[src/rtl/henon_result_uart_tx.sv]
// UART 8N1 transmitter returning the PRNG's Q1.31 x/y results to the host.
// A rising edge on result_valid captures both words and sends one frame: optional header, x MSB first, then y.
module henon_result_uart_tx #(
    parameter int unsigned CLKS_PER_BIT = 868,
    parameter int unsigned HEADER_EN    = 1,
    parameter logic [7:0]  HEADER_BYTE  = 8'hA5
) (
    input  logic        clk,
    input  logic        rst_n,
    input  logic        result_valid,
    input  logic [31:0] result_x,
    input  logic [31:0] result_y,
    output logic        tx,
    output logic        busy,
    output logic        frame_done,
    output logic        dropped
);

    localparam int unsigned NBYTES    = (HEADER_EN != 0) ? 9 : 8;
    localparam int unsigned CNT_W     = $clog2(CLKS_PER_BIT);
    localparam int unsigned FRAME_W   = 72;
    localparam logic [CNT_W-1:0] BAUD_LAST = CNT_W'(CLKS_PER_BIT - 1);
    localparam logic [3:0]       BYTE_LAST = 4'(NBYTES - 1);

    localparam logic [1:0] S_IDLE  = 2'd0;
    localparam logic [1:0] S_START = 2'd1;
    localparam logic [1:0] S_DATA  = 2'd2;
    localparam logic [1:0] S_STOP  = 2'd3;

    logic [1:0]         state_q, state_d;
    logic [CNT_W-1:0]   baud_q, baud_d;
    logic [2:0]         bit_q, bit_d;
    logic [3:0]         byte_q, byte_d;
    logic [FRAME_W-1:0] frame_q, frame_d;
    logic               tx_q, tx_d;
    logic               busy_q, busy_d;
    logic               done_q, done_d;
    logic               drop_q, drop_d;
    logic               valid_q;

    logic               edge_c;
    logic               baud_end_c;
    logic [63:0]        data_c;
    logic [FRAME_W-1:0] load_c;

    assign tx         = tx_q;
    assign busy       = busy_q;
    assign frame_done = done_q;
    assign dropped    = drop_q;

    assign edge_c     = result_valid & ~valid_q;
    assign baud_end_c = (baud_q == BAUD_LAST);

    // Frame buffer is shifted right one bit per data bit, so byte 0 sits in the low byte.
    assign data_c = {result_y[7:0], result_y[15:8], result_y[23:16], result_y[31:24],
                     result_x[7:0], result_x[15:8], result_x[23:16], result_x[31:24]};
    assign load_c = (HEADER_EN != 0) ? {data_c, HEADER_BYTE} : {8'h00, data_c};

    // State and output registers; valid_q resets high so a level held through reset is not an edge.
    always_ff @(posedge clk or negedge rst_n) begin
        if (!rst_n) begin
            state_q <= S_IDLE;
            baud_q  <= '0;
            bit_q   <= '0;
            byte_q  <= '0;
            frame_q <= '0;
            tx_q    <= 1'b1;
            busy_q  <= 1'b0;
            done_q  <= 1'b0;
            drop_q  <= 1'b0;
            valid_q <= 1'b1;
        end else begin
            state_q <= state_d;
            baud_q  <= baud_d;
            bit_q   <= bit_d;
            byte_q  <= byte_d;
            frame_q <= frame_d;
            tx_q    <= tx_d;
            busy_q  <= busy_d;
            done_q  <= done_d;
            drop_q  <= drop_d;
            valid_q <= result_valid;
        end
    end

    // Next-state logic; an edge landing on the frame_done cycle counts as a collision.
    always_comb begin
        state_d = state_q;
        baud_d  = baud_q;
        bit_d   = bit_q;
        byte_d  = byte_q;
        frame_d = frame_q;
        tx_d    = tx_q;
        busy_d  = busy_q;
        done_d  = 1'b0;
        drop_d  = edge_c & ((state_q != S_IDLE) | done_q);

        case (state_q)
            S_IDLE: begin
                if (edge_c && !done_q) begin
                    frame_d = load_c;
                    tx_d    = 1'b0;
                    busy_d  = 1'b1;
                    baud_d  = '0;
                    bit_d   = '0;
                    byte_d  = '0;
                    state_d = S_START;
                end
            end
            S_START: begin
                if (baud_end_c) begin
                    baud_d  = '0;
                    bit_d   = '0;
                    tx_d    = frame_q[0];
                    state_d = S_DATA;
                end else begin
                    baud_d = baud_q + CNT_W'(1);
                end
            end
            S_DATA: begin
                if (baud_end_c) begin
                    baud_d  = '0;
                    frame_d = frame_q >> 1;
                    if (bit_q == 3'd7) begin
                        tx_d    = 1'b1;
                        state_d = S_STOP;
                    end else begin
                        bit_d = bit_q + 3'd1;
                        tx_d  = frame_q[1];
                    end
                end else begin
                    baud_d = baud_q + CNT_W'(1);
                end
            end
            S_STOP: begin
                if (baud_end_c) begin
                    baud_d = '0;
                    if (byte_q == BYTE_LAST) begin
                        busy_d  = 1'b0;
                        done_d  = 1'b1;
                        state_d = S_IDLE;
                    end else begin
                        byte_d  = byte_q + 4'd1;
                        tx_d    = 1'b0;
                        state_d = S_START;
                    end
                end else begin
                    baud_d = baud_q + CNT_W'(1);
                end
            end
            default: begin
                state_d = S_IDLE;
            end
        endcase
    end

endmodule

[config.mk]
export PLATFORM = sky130hd
export DESIGN_NAME = henon_result_uart_tx
export DESIGN_NICKNAME = d
export VERILOG_FILES = /design/src/rtl/henon_result_uart_tx.sv
export SDC_FILE = /design/constraint.sdc
export NUM_CORES = 1
export LEC_CHECK = 0
export BUFFER_PORTS_ARGS = -buffer_cell sky130_fd_sc_hd__buf_2
export CAP_MARGIN = 30
export CORE_MARGIN = 2
export CORE_UTILIZATION = 51
export DETAILED_ROUTE_END_ITERATION = 10
export PLACE_DENSITY = 0.76
export SYNTH_ARGS = -nofsm -noshare
export SYNTH_HDL_FRONTEND = slang
export SYNTH_SLANG_ARGS = --single-unit
[constraint.sdc]
create_clock -name clk -period 5.8 [get_ports clk]
set_input_delay 0.29 -clock clk [delete_from_list [all_inputs] [get_ports clk]]
set_output_delay 0.29 -clock clk [all_outputs]
set_load 0.02 [all_outputs]
# [Word level (Yosys, flattened, before mapping)]
# Cells that the tools add are included.
[classes] addsub=3 eq_ne=14 muxes=36 bitwise_logic=4 n_reduce_logical=14
[op_table] op="72-bit 2-to-1 mux" count=2
[op_table] op="72-bit one-hot mux with 2 select lines" count=1
[op_table] op="10-bit 2-to-1 mux" count=2
[op_table] op="10-bit one-hot mux with 2 select lines" count=1
[op_table] op="2-bit inequality test (second input constant)" count=8
[op_table] op="5-bit AND reduction" count=3
[op_table] op="1-bit 2-to-1 mux" count=13
[op_table] op="3-bit 2-to-1 mux" count=4
[op_table] op="4-bit 2-to-1 mux" count=3
[op_table] op="10-bit by 1-bit adder with 10-bit output (second input constant)" count=1
[op_table] op="10-bit equality test (second input constant)" count=1
[op_table] op="2-bit 2-to-1 mux" count=5
[op_table] op="3-bit one-hot mux with 3 select lines" count=1
[op_table] op="2-bit one-hot mux with 4 select lines" count=1
[op_table] op="4-bit one-hot mux with 2 select lines" count=1
[op_table] op="4-bit AND reduction" count=2
[op_table] op="2-bit nonzero test" count=3
[op_table] op="4-bit by 1-bit adder with 4-bit output (second input constant)" count=1
[op_table] op="2-bit equality test (second input constant)" count=2
[op_table] op="4-bit equality test (second input constant)" count=1
[op_table] op="1-bit one-hot mux with 4 select lines" count=1
[op_table] op="3-bit by 1-bit adder with 3-bit output (second input constant)" count=1
[op_table] op="3-bit equality test (second input constant)" count=1
[op_table] op="3-bit AND reduction" count=1
[op_table] op="10 further kinds" count=11
[word_totals] regBits=96 input_bits=67 output_inout_bits=4

# [Depth between registers and ports, before layout]
# Gate-level depths: netlist of the first run.
[depth] word_depth=5 mapped_depth=8

# [Least setup slack after synthesis of the first run]
# OpenSTA, ideal clock, no wires.
[synth_path] path_kind="flip-flop to flip-flop" startpoint="register state_q[0]" endpoint="register frame_q[0]" setup_time_ns=0.121 arrival_time_ns=1.811 required_ns=5.679 path_slack_ns=3.868 path_stages_with_launch=7 n_path_buf=2 synth_period_minus_slack_ns=1.932 cell_sequence="dfrtp_1 inv_1 ha_1 clkbuf_1 buf_1 nand3_1 o22a_1"
[synth_between] elab_chain_len=3 word_cells_on_any_way=7 classes_between="3 x eq/ne; 1 x mux; 3 x reduce/logical"
[synth_rtl] element="from (decl)" line_no="30" source="logic [1:0] state_q, state_d;"
[synth_rtl] element="from (signal assigned)" line_no="73" source="state_q <= state_d;"
[synth_rtl] element="2-bit equality test / 2-bit logical NOT (equally long branches)" line_no="98" source="case (state_q)"
[synth_rtl] element="2-bit inequality test (no line) / 2-bit nonzero test (equally long branches)"
[synth_rtl] element="3-bit AND reduction (no line)"
[synth_rtl] element="to (signal assigned)" line_no="77" source="frame_q <= frame_d;"
[synth_rtl] element="to (decl)" line_no="34" source="logic [FRAME_W-1:0] frame_q, frame_d;"
# Several ways; a longest one is shown, not always the timed one.
# A chain may end at the register's enable or synchronous reset.

# [Final worst setup path of the first run]
[layout_path] startpoint="register state_q[0]" endpoint="register frame_q[16]"
# Same word-level chain as after synthesis.

==> impl_summary.log, run 1 <==
INFO  metric status = complete, no violations
INFO  metric dr.first_iter.drc_count = 255
INFO  metric slowest_stage_delay_on_critical_path = 0.71 ns
INFO  metric number_of_detailed_route_iterations_in_the_first_pass = 4
INFO  metric finalHoldViolCount = 0
INFO  metric min-delay-path-class = in2reg
INFO  metric dieArea = 10200 um2
INFO  metric cpLargestDelayFamily = simple AND/OR/NAND/NOR gates
INFO  metric drtAntennaViolNets = 0
INFO  metric timing.critical_path.buf_inv = 1
INFO  metric cts_num_sinks = 96
INFO  metric top_cells_by_area_in_the_synthesized_netlist = dfrtp_1 49%, mux2i_1 14%, o21ai_0 10%
INFO  metric grt-ovfl-total = 0
INFO  metric synth_top_area_cell = dfrtp_1
INFO  metric first_global_vias = 3528
INFO  metric placement_rows = 35
INFO  metric power.static_leakage = 2.19 nW
INFO  metric ys_dominant_reg_cell = dfrtp_1
INFO  metric clk_path_buf_depth = 2
INFO  metric drcViolationCount = 0
INFO  metric h_tree_depth = 3
INFO  metric cp_data_required_time = 6.00 ns
INFO  metric synthToLayoutAreaGrowth = 12.3%
INFO  metric vdd.ir_drop.worst = 0.000109 V
INFO  metric totalNegativeSetupSlack = 0 ns
INFO  metric synth_largest_type_area_fraction = 0.491
INFO  metric grt_use_total = 0.205
INFO  metric num-nets-final = 586
INFO  metric post_synth_instance_area = 4790 um2
INFO  metric vias = 3664
INFO  metric final_core_utilization = 0.585
INFO  metric core-area = 9200 um2
INFO  metric drv_slew = 0
INFO  metric io_pins = 71
INFO  metric floorplan.initialDensity = 0.521
INFO  metric avgSynthCellArea = 10.4 um2
INFO  metric gpl.final_weighted_congestion = 0.763
INFO  metric cts.clk_slew.worst_paths = 0.10 ns
INFO  metric timing.fmax = 0.341 GHz
INFO  metric netlist-cell-type-count = 52
INFO  metric tritoncts = done
INFO  metric fill_cells = 806
INFO  metric crit_chain = inv_1 > ha_1 > and2_4 > or2_4 > o21ai_0
INFO  metric synth_enable_flop_cells = 0
INFO  metric rsz0062_at_grt = false
INFO  metric asyncSetResetFlopFracSynth = 1.00
INFO  metric seqCellArea = 2400 um2
INFO  metric critical_path.slowest_cell = and2_4
INFO  metric fraction_of_final_layout_cells_with_drive_strength_greater_than_1 = 0.195
INFO  metric grt_antenna_before_repair = 0
INFO  metric post-route-min-period = 2.93 ns
INFO  metric crit_arrival = 3.13 ns
INFO  metric fp.dieH = 101 um
INFO  metric grt_max_degree = 79
INFO  metric post_cts_buffers = 0
INFO  metric synth.yosys.warnings = 0
INFO  metric worst-path-max-fanout = 78
INFO  metric clkLatencyLatePin = 0.36 ns
INFO  metric synth_sequential_area_ratio = 0.502
INFO  metric root_buffer = clkbuf_8
INFO  metric mostFrequentLayoutCell = o21ai_0
INFO  metric report.final.setup_viol = 0
INFO  metric tritoncts.num_buffers = 9
INFO  metric wl_per_cell = 15.9 um
INFO  metric grt_first_pass_wirelength = 16700 um
INFO  metric synthCells = 459
INFO  metric port_buffers = 70
INFO  metric finClkSkew = 0.00880 ns
INFO  metric route.detailed.vias_per_inst = 5.86
INFO  metric powerDensity = 229 nW/um2
INFO  metric multi_input_comb_area = 2170 um2
INFO  metric worst-slew-pin-transition = 0.750 ns
INFO  metric final_min_period_over_clock_period = 0.506
INFO  metric max_cap_violations = 0
INFO  metric layout_common_cells = 96 x o21ai_0, 94 x dfrtp_1, 69 x buf_2
INFO  metric relative_slew_margins = 0.500
INFO  metric ys_seq_elements = 96
INFO  metric floorplan.die.width = 101 um
INFO  metric antenna-diode-count = 0
INFO  metric setup.worst_path.end_class = flip-flop
INFO  metric ws_path_type = reg2reg
INFO  metric post_dp_hpwl = 6360 um
INFO  metric cp-start-kind = flip-flop
INFO  metric syn-num-nets = 536
INFO  metric totalWireLength = 9960 um
[registers in the layout (all words and copies together), names as in the netlist]
| name | cells |
|---|---|
| frame_done | 1 |
| baud_q | 10 |
| valid_q | 1 |
| tx | 1 |
| busy | 1 |
| byte_q | 4 |
| state_q | 2 |
| dropped | 1 |
| bit_q | 3 |
| frame_q | 72 |
[through the flow]
step	worst slack, ns	power [mW]	cell area (um2)	std cells	hold WS (ns)
finish	2.87	1.23	5380	625	0.0381
CTS	2.88	1.24	5380	625	0.0238
detailed placement	2.93	0.789	5160	608	0.274
floorplan	3.87	0.743	4790	459	-0.00559
global placement	3.07	0.785	5130	607	0.271
global route	2.62	1.28	5380	625	0.0207
[area by class of cell]
| class | count | area share |
|---|---|---|
| clock buffers | 10 | 0.0256 |
| clock inverters | 6 | 0.0126 |
| inverters | 13 | 0.00908 |
| multi-input cells | 314 | 0.403 |
| flip-flops and latches | 96 | 0.447 |
| well taps | 111 | 0.0258 |
| repair buffers | 75 | 0.0768 |
[where the power goes]
group	total (mW)	switching (mW)	internal, mW
sequential	0.703	0.0113	0.692
combinational	0.0715	0.0374	0.0341
clock	0.455	0.242	0.213
[cells in the mapped netlist (2+ instances only)]
library cell,instances
clkbuf_1,26
nor2b_1,2
mux2_2,2
a2111oi_0,3
nand3_1,7
inv_1,13
o22a_1,4
o21ai_1,33
nand3b_1,2
nand4_1,4
o221ai_1,3
ha_1,10
nor2_1,12
and3_1,4
buf_6,4
xnor2_1,6
mux2i_1,65
a21oi_1,6
a22o_1,5
dfrtp_1,94
o31ai_1,2
nor3_1,5
dfstp_2,2
a21boi_0,2
buf_2,2
a211oi_1,3
nor4_1,2
o21ai_0,96
buf_8,3
nand2_1,15
[final timing paths]
check	start	end	slack (ns)	depth (start not counted)
max	state_q[0]	frame_q[16]	2.87	5
min	result_valid	valid_q	0.04	1
max reg2reg	state_q[0]	frame_q[16]	2.87	5
min reg2reg	frame_q[2]	frame_q[2]	0.50	1
max in group asynchronous	rst_n	frame_q[40]	4.27	3
min in group asynchronous	rst_n	baud_q[7]	0.41	2
[per-layer routing]
layer  part of all wire  vias up  global-route usage
met1               0.47     1801               0.293
li1                   -     1766                   -
met4              0.016        0              0.0790
met3              0.034       20              0.0354
met5                  0        -                   0
met2               0.47       77               0.313
[timing repair]
action / CTS / global route
hold buffers: 1 / 0
gates resized for setup: 0 / 0
setup endpoints to repair: 0 / 0
endpoints found under the hold margin: 35 / 0
[cell families (layout without fill, tap and decap cells)]
family                     after synthesis  in the layout  synth area share
AOI/OAI and AO/OA                      170            170             0.202
xor gates and xnor gates                 6              6            0.0110
adders and majority gates               10             10            0.0261
buffers and inverters                   49            104            0.0522
DFF                                     96             96             0.502
muxes                                   67             67             0.141
and+or+nand+nor                         61             61            0.0658
(Power assumes the default switching activity.)
==> inputs of run 2 (changes only) <==
==> constraint.sdc (replaced) <==
create_clock -name clk -period 2.7 [get_ports clk]
set_input_delay 0.135 -clock clk [delete_from_list [all_inputs] [get_ports clk]]
set_output_delay 0.135 -clock clk [all_outputs]
set_load 0.02 [all_outputs]
==> run 2 against run 1 <==
Final cell count is 0.48% higher. Utilization up 0.69 points. Die area did not move. First-iteration DRC count rose by 14%. Maximum frequency grew 16%. Clock power increased by 140%.
==> impl_summary.log, run 2 (synthesized netlist as in run 1, its figures left out) <==
INFO  metric status = complete, no violations
INFO  metric grt_max_degree = 78 (-1.3%)
INFO  metric power.static_leakage = 2.23 nW (+1.6%)
INFO  metric gpl.final_weighted_congestion = 0.857 (+12%)
INFO  metric tritoncts = done
INFO  metric fraction_of_final_layout_cells_with_drive_strength_greater_than_1 = 0.197 (+0.00274)
INFO  metric place.detailed.instances = 610 (+0.33%)
INFO  metric mostFrequentLayoutCell = o21ai_0
INFO  metric clkLatencyLatePin = 0.36 ns (about the same)
INFO  metric dr.first_iter.drc_count = 291 (+14%)
INFO  metric largest-register = frame_q
INFO  metric post-route-min-period = 2.52 ns (-0.414 ns)
INFO  metric setup.worst_path.end_class = flip-flop
INFO  metric min-delay-path-class = in2reg
INFO  metric total_power = 2.77 mW (+130%)
INFO  metric critical_path.slowest_cell = buf_4
INFO  metric finClkSkew = 0.0131 ns (+0.00433 ns)
INFO  metric placedInstanceArea = 5180 um2 (+0.39%)
INFO  metric vdd.ir_drop.worst = 0.000290 V (+170%)
INFO  metric layout_top_registers = frame_q (72), baud_q (10), byte_q (4)
INFO  metric cp_data_required_time = 2.95 ns (-3.05 ns)
INFO  metric drv_slew = 0 (unchanged)
INFO  metric clk_path_buf_depth = 2 (unchanged)
INFO  metric multi_input_comb_area = 2170 um2 (+0.29%)
INFO  metric cts_num_sinks = 96 (unchanged)
INFO  metric layout_common_cells = 96 x o21ai_0, 94 x dfrtp_1, 69 x buf_2
INFO  metric post_cts_buffers = 0 (unchanged)
INFO  metric num-nets-final = 590 (+0.68%)
INFO  metric drcViolationCount = 0 (unchanged)
INFO  metric placement_rows = 35 (unchanged)
INFO  metric powerDensity = 510 nW/um2 (+120%)
INFO  metric post_dp_hpwl = 6380 um (+0.29%)
INFO  metric relative_slew_margins = 0.468 (-0.0322)
INFO  metric first_global_vias = 3551 (+0.65%)
INFO  metric finalWorstSetupSlack = 0.181 ns (-2.69 ns)
INFO  metric port_buffers = 70 (unchanged)
INFO  metric totalNegativeSetupSlack = 0 ns (unchanged)
INFO  metric cp-start-kind = flip-flop
INFO  metric cts.clk_slew.worst_paths = 0.09 ns (about the same)
INFO  metric number_of_detailed_route_iterations_in_the_first_pass = 4 (unchanged)
INFO  metric slowest_stage_delay_on_critical_path = 0.62 ns (-0.09 ns)
INFO  metric root_buffer = clkbuf_8
INFO  metric floorplan.die.width = 101 um (unchanged)
INFO  metric whs = 0.0485 ns (+0.0104 ns)
INFO  metric crit_chain = inv_1 > ha_4 > buf_4 > nor3_1 > a31o_2 > nand3_1 > mux2_2
INFO  metric final_area = 5440 um2 (+1.2%)
INFO  metric final_cell_count_no_fill = 628 (+0.48%)
INFO  metric seqCellArea = 2400 um2 (unchanged)
INFO  metric final_min_period_over_clock_period = 0.933 (+0.427)
INFO  metric max_cap_violations = 0 (unchanged)
INFO  metric io_pins = 71 (unchanged)
INFO  metric drtAntennaViolNets = 0 (unchanged)
INFO  metric dieArea = 10200 um2 (unchanged)
INFO  metric synthToLayoutAreaGrowth = 13.6%
INFO  metric tritoncts.num_buffers = 9 (unchanged)
INFO  metric core-area = 9200 um2 (unchanged)
INFO  metric h_tree_depth = 3 (unchanged)
INFO  metric worst-slew-pin-transition = 0.799 ns (+0.0483 ns)
INFO  metric wl_per_cell = 16.1 um (+0.71%)
INFO  metric post-place-ws = 0.153 ns (-2.78 ns)
INFO  metric timing.fmax = 0.397 GHz (+16%)
INFO  metric report.final.setup_viol = 0 (unchanged)
INFO  metric grt_antenna_before_repair = 0 (unchanged)
INFO  metric largest_register_ff_count = 72 (unchanged)
INFO  metric rsz0062_at_grt = false
INFO  metric grt_first_pass_wirelength = 17000 um (+1.4%)
INFO  metric fill_cells = 775 (-3.8%)
INFO  metric final_core_utilization = 0.592 (+0.00694)
INFO  metric grt_use_total = 0.208 (+0.00270)
INFO  metric crit_arrival = 2.77 ns (-0.36 ns)
INFO  metric ws_path_type = reg2reg
INFO  metric antenna-diode-count = 0 (unchanged)
INFO  metric worst-path-max-fanout = 52 (-33%)
INFO  metric vias = 3678 (+0.38%)
INFO  metric fp.dieH = 101 um (unchanged)
INFO  metric finalHoldViolCount = 0 (unchanged)
INFO  metric floorplan.initialDensity = 0.521 (unchanged)
INFO  metric totalWireLength = 10100 um (+1.2%)
INFO  metric route.detailed.vias_per_inst = 5.86 (about the same)
INFO  metric grt-ovfl-total = 0 (unchanged)
run 2: changes by cell type in the layout (fill, tap and decap cells not counted):
cell,before,now
buf_12,0,2
buf_16,1,0
buf_4,4,5
bufinv_16,1,3
clkbuf_8,10,9
clkinv_2,1,2
clkinvlp_4,2,0
dlygate4sd3_1,1,2
inv_6,1,0
or2_2,0,1
run 2: power by group:
part           total, mW  switching, mW  internal (mW)
clock network       1.11          0.497          0.609
logic              0.157         0.0804         0.0762
registers           1.51         0.0244           1.49
total               2.77          0.602           2.17
run 2: path summary, 6_finish.rpt:
| check | startpoint | endpoint | slack, ns | cells after the start |
|---|---|---|---|---|
| worst max-delay path | state_q[0] | state_q[1] | 0.18 | 7 |
| worst min-delay path | result_y[22] | frame_q[54] | 0.05 | 3 |
| worst max register to register | state_q[0] | state_q[1] | 0.18 | 7 |
| worst min register to register | frame_q[7] | frame_q[7] | 0.50 | 1 |
| max in group asynchronous | rst_n | tx | 1.71 | 3 |
| min in group asynchronous | rst_n | dropped | 0.26 | 2 |
run 2: critical path, delay by kind of cell (launching register included):
family | cells | cell delay, ns
flops | 1 | 0.43
mux | 1 | 0.35
fa+ha+maj | 1 | 0.19
compound gates | 1 | 0.29
simple gates | 2 | 0.30
buf+inv | 2 | 0.80
run 2: per-layer routing:
layer,GRT usage,part of all wire,vias to the layer above
met4,0.0748,0.010,0
met3,0.0319,0.039,7
li1,-,-,1768
met5,0,0,-
met1,0.297,0.46,1808
met2,0.324,0.49,95
run 2: layout make-up:
class	count	share of cell area
inverters	13	0.00897
flip-flops and latches	96	0.442
clock buffers	9	0.0228
repair buffers	78	0.0814
clock inverters	6	0.0200
well taps	111	0.0255
multi-input cells	315	0.399
run 2: repair_timing:
action / 4_1_cts / 5_1_grt
endpoints found under the hold margin: 33 / 0
resized for setup: 0 / 0
setup endpoints to repair: 0 / 30
hold buffers: 2 / 0
==> inputs of run 3 (changes only) <==
--- a/config.mk
+++ b/config.mk
@@ -7,6 +7,7 @@
 export LEC_CHECK = 0
 export BUFFER_PORTS_ARGS = -buffer_cell sky130_fd_sc_hd__buf_2
 export CAP_MARGIN = 30
+export CORE_ASPECT_RATIO = 0.6
 export CORE_MARGIN = 2
 export CORE_UTILIZATION = 51
 export DETAILED_ROUTE_END_ITERATION = 10
==> run 3 against run 2 <==
First-iteration DRC count rose by 24%. Global-route usage rose by 0.97 points. Power rose by 8.8%. Via count rose by 2.6%. Critical path type unchanged. Critical endpoint is now frame_q[0].
==> impl_summary.log, run 3 (synthesized netlist as in run 1, its figures left out) <==
INFO  metric io_pins = 71 (unchanged)
INFO  metric antenna-diode-count = 0 (unchanged)
INFO  metric worst-slew-pin-transition = 0.678 ns (-0.121 ns)
INFO  metric layout_top_registers = frame_q (72), baud_q (10), byte_q (4)
INFO  metric cts.clk_slew.worst_paths = 0.07 ns (-0.02 ns)
INFO  metric finalWorstSetupSlack = 0.212 ns (+0.0311 ns)
INFO  metric critical_path.slowest_cell = a41oi_4
INFO  metric clkLatencyLatePin = 0.34 ns (-0.02 ns)
INFO  metric timing.fmax = 0.402 GHz (+1.3%)
INFO  metric synthToLayoutAreaGrowth = 16.0%
INFO  metric wl_per_cell = 16.5 um (+2.6%)
INFO  metric post-place-ws = 0.130 ns (-0.0223 ns)
INFO  metric cts_num_sinks = 96 (unchanged)
INFO  metric fraction_of_final_layout_cells_with_drive_strength_greater_than_1 = 0.197 (unchanged)
INFO  metric largest-register = frame_q
INFO  metric first_global_vias = 3506 (-1.3%)
INFO  metric grt_antenna_before_repair = 1 (+1)
INFO  metric placement_rows = 27 (-23%)
INFO  metric finClkSkew = 0.00662 ns (-0.00651 ns)
INFO  metric ws_path_type = reg2reg
INFO  metric max_cap_violations = 0 (unchanged)
INFO  metric tritoncts.num_buffers = 9 (unchanged)
INFO  metric grt_use_total = 0.218 (+0.00975)
INFO  metric floorplan.initialDensity = 0.523 (+0.00235)
INFO  metric timing.critical_path.buf_inv = 2 (unchanged)
INFO  metric relative_slew_margins = 0.547 (+0.0789)
INFO  metric grt_first_pass_wirelength = 17400 um (+2.6%)
INFO  metric drtAntennaViolNets = 0 (unchanged)
INFO  metric gpl.final_weighted_congestion = 0.852 (-0.56%)
INFO  metric setup.worst_path.end_class = flip-flop
INFO  metric min-delay-path-class = in2reg
INFO  metric num-nets-final = 589 (-0.17%)
INFO  metric drv_slew = 0 (unchanged)
INFO  metric clk_path_buf_depth = 2 (unchanged)
INFO  metric grt_max_degree = 82 (+5.1%)
INFO  metric cpLargestDelayFamily = compound AO/OA/AOI/OAI gates
INFO  metric report.final.setup_viol = 0 (unchanged)
INFO  metric totalNegativeSetupSlack = 0 ns (unchanged)
INFO  metric crit_arrival = 2.72 ns (-0.05 ns)
INFO  metric dr.first_iter.drc_count = 361 (+24%)
INFO  metric core-area = 9160 um2 (-0.45%)
INFO  metric vias = 3772 (+2.6%)
INFO  metric port_buffers = 70 (unchanged)
INFO  metric post_cts_buffers = 0 (unchanged)
INFO  metric route.detailed.vias_per_inst = 5.83 (-0.46%)
INFO  metric vdd.ir_drop.worst = 0.000261 V (-10%)
INFO  metric finalHoldViolCount = 0 (unchanged)
INFO  metric reg2reg_slack = 0.21 ns (+0.03 ns)
INFO  metric cp_data_required_time = 2.93 ns (-0.02 ns)
INFO  metric dieArea = 10200 um2 (+0.25%)
INFO  metric layout_common_cells = 96 x o21ai_0, 94 x dfrtp_1, 69 x buf_2
INFO  metric root_buffer = clkbuf_16
INFO  metric fp.dieH = 79.1 um (-22%)
INFO  metric worst-path-max-fanout = 41 (-21%)
INFO  metric crit_chain = inv_1 > ha_1 > nor2b_1 > a41oi_4 > buf_4 > nor2_1 > o22a_1
INFO  metric rsz0062_at_grt = false
INFO  metric slowest_stage_delay_on_critical_path = 0.57 ns (-0.05 ns)
INFO  metric r2r_depth = 7 (unchanged)
INFO  metric drcViolationCount = 0 (unchanged)
INFO  metric totalWireLength = 10700 um (+5.7%)
INFO  metric worst-path-stages = 7 (unchanged)
INFO  metric post_dp_hpwl = 6840 um (+7.1%)
INFO  metric mostFrequentLayoutCell = o21ai_0
INFO  metric largest_register_ff_count = 72 (unchanged)
INFO  metric placedInstanceArea = 5210 um2 (+0.56%)
INFO  metric final_min_period_over_clock_period = 0.922 (-0.0115)
INFO  metric cp-start-kind = flip-flop
INFO  metric worst_hold_path.num_cells = 3 (unchanged)
INFO  metric post-route-min-period = 2.49 ns (-0.0311 ns)
INFO  metric final_area = 5560 um2 (+2.1%)
INFO  metric tritoncts = done
INFO  metric h_tree_depth = 3 (unchanged)
INFO  metric powerDensity = 543 nW/um2 (+6.5%)
INFO  metric number_of_detailed_route_iterations_in_the_first_pass = 7 (+3)
INFO  metric power.static_leakage = 2.27 nW (+1.5%)
INFO  metric status = complete, no violations
INFO  metric floorplan.die.width = 129 um (+28%)
INFO  metric grt-ovfl-total = 0 (unchanged)
[run 3: cell count changes in the layout (fill, tap and decap cells not counted)]
cell,before,now
clkbuf_8,9,3
bufinv_16,3,1
or2_4,1,2
or2_2,1,0
clkbuf_16,0,9
buf_4,5,3
buf_12,2,3
clkinv_2,2,1
clkinvlp_4,0,1
[run 3: metal layers]
layer  GRT usage  part of all wire
met3      0.0600             0.067
met5           0                 0
met1       0.341              0.51
met2       0.291              0.41
met4      0.0598             0.010
[run 3: metrics by stage]
| stage | total power [mW] | hold WS [ns] | utilization | std cells |
|---|---|---|---|---|
| floorplan | 1.60 | -0.161 | - | 459 |
| CTS | 3.05 | 0.0548 | 0.606 | 646 |
| global placement | 1.69 | 0.0160 | 0.569 | 628 |
| finish | 3.02 | 0.0639 | 0.607 | 647 |
| detailed placement | 1.70 | 0.0175 | 0.569 | 628 |
| global route | 3.14 | 0.0682 | 0.607 | 647 |
[run 3: worst reg2reg max path, stage by stage, from the launching register on]
cell	delay [ns]
dfrtp_1	0.43
inv_1	0.15
ha_1	0.24
nor2b_1	0.16
a41oi_4	0.57
buf_4	0.47
nor2_1	0.16
o22a_1	0.20
[run 3: path summary, 6_finish.rpt]
path                                    from           to
worst max-delay path              state_q[0]   frame_q[0]
worst min-delay path            result_y[16]  frame_q[48]
worst max register to register    state_q[0]   frame_q[0]
worst min register to register    frame_q[7]   frame_q[7]
max in group asynchronous              rst_n      valid_q
min in group asynchronous              rst_n  frame_q[18]
[run 3: final cells by class]
cell class	instances	area [um2]
sequential	96	2400
timing repair buffer	77	448
inverter	13	48.8
tap	130	163
clock inverter	4	51.3
fill	778	3600
clock buffer	12	267
multi-input combinational	315	2170
[run 3: repair_timing]
item	CTS	global route
setup endpoints to repair	0	49
resized for setup	0	1
hold buffers	2	0
endpoints found under the hold margin	16	0
[run 3: power breakdown]
group          internal (mW)  switching (mW)
clock                  0.794           0.549
combinational         0.0765          0.0857
sequential              1.49          0.0239
total                   2.36           0.659
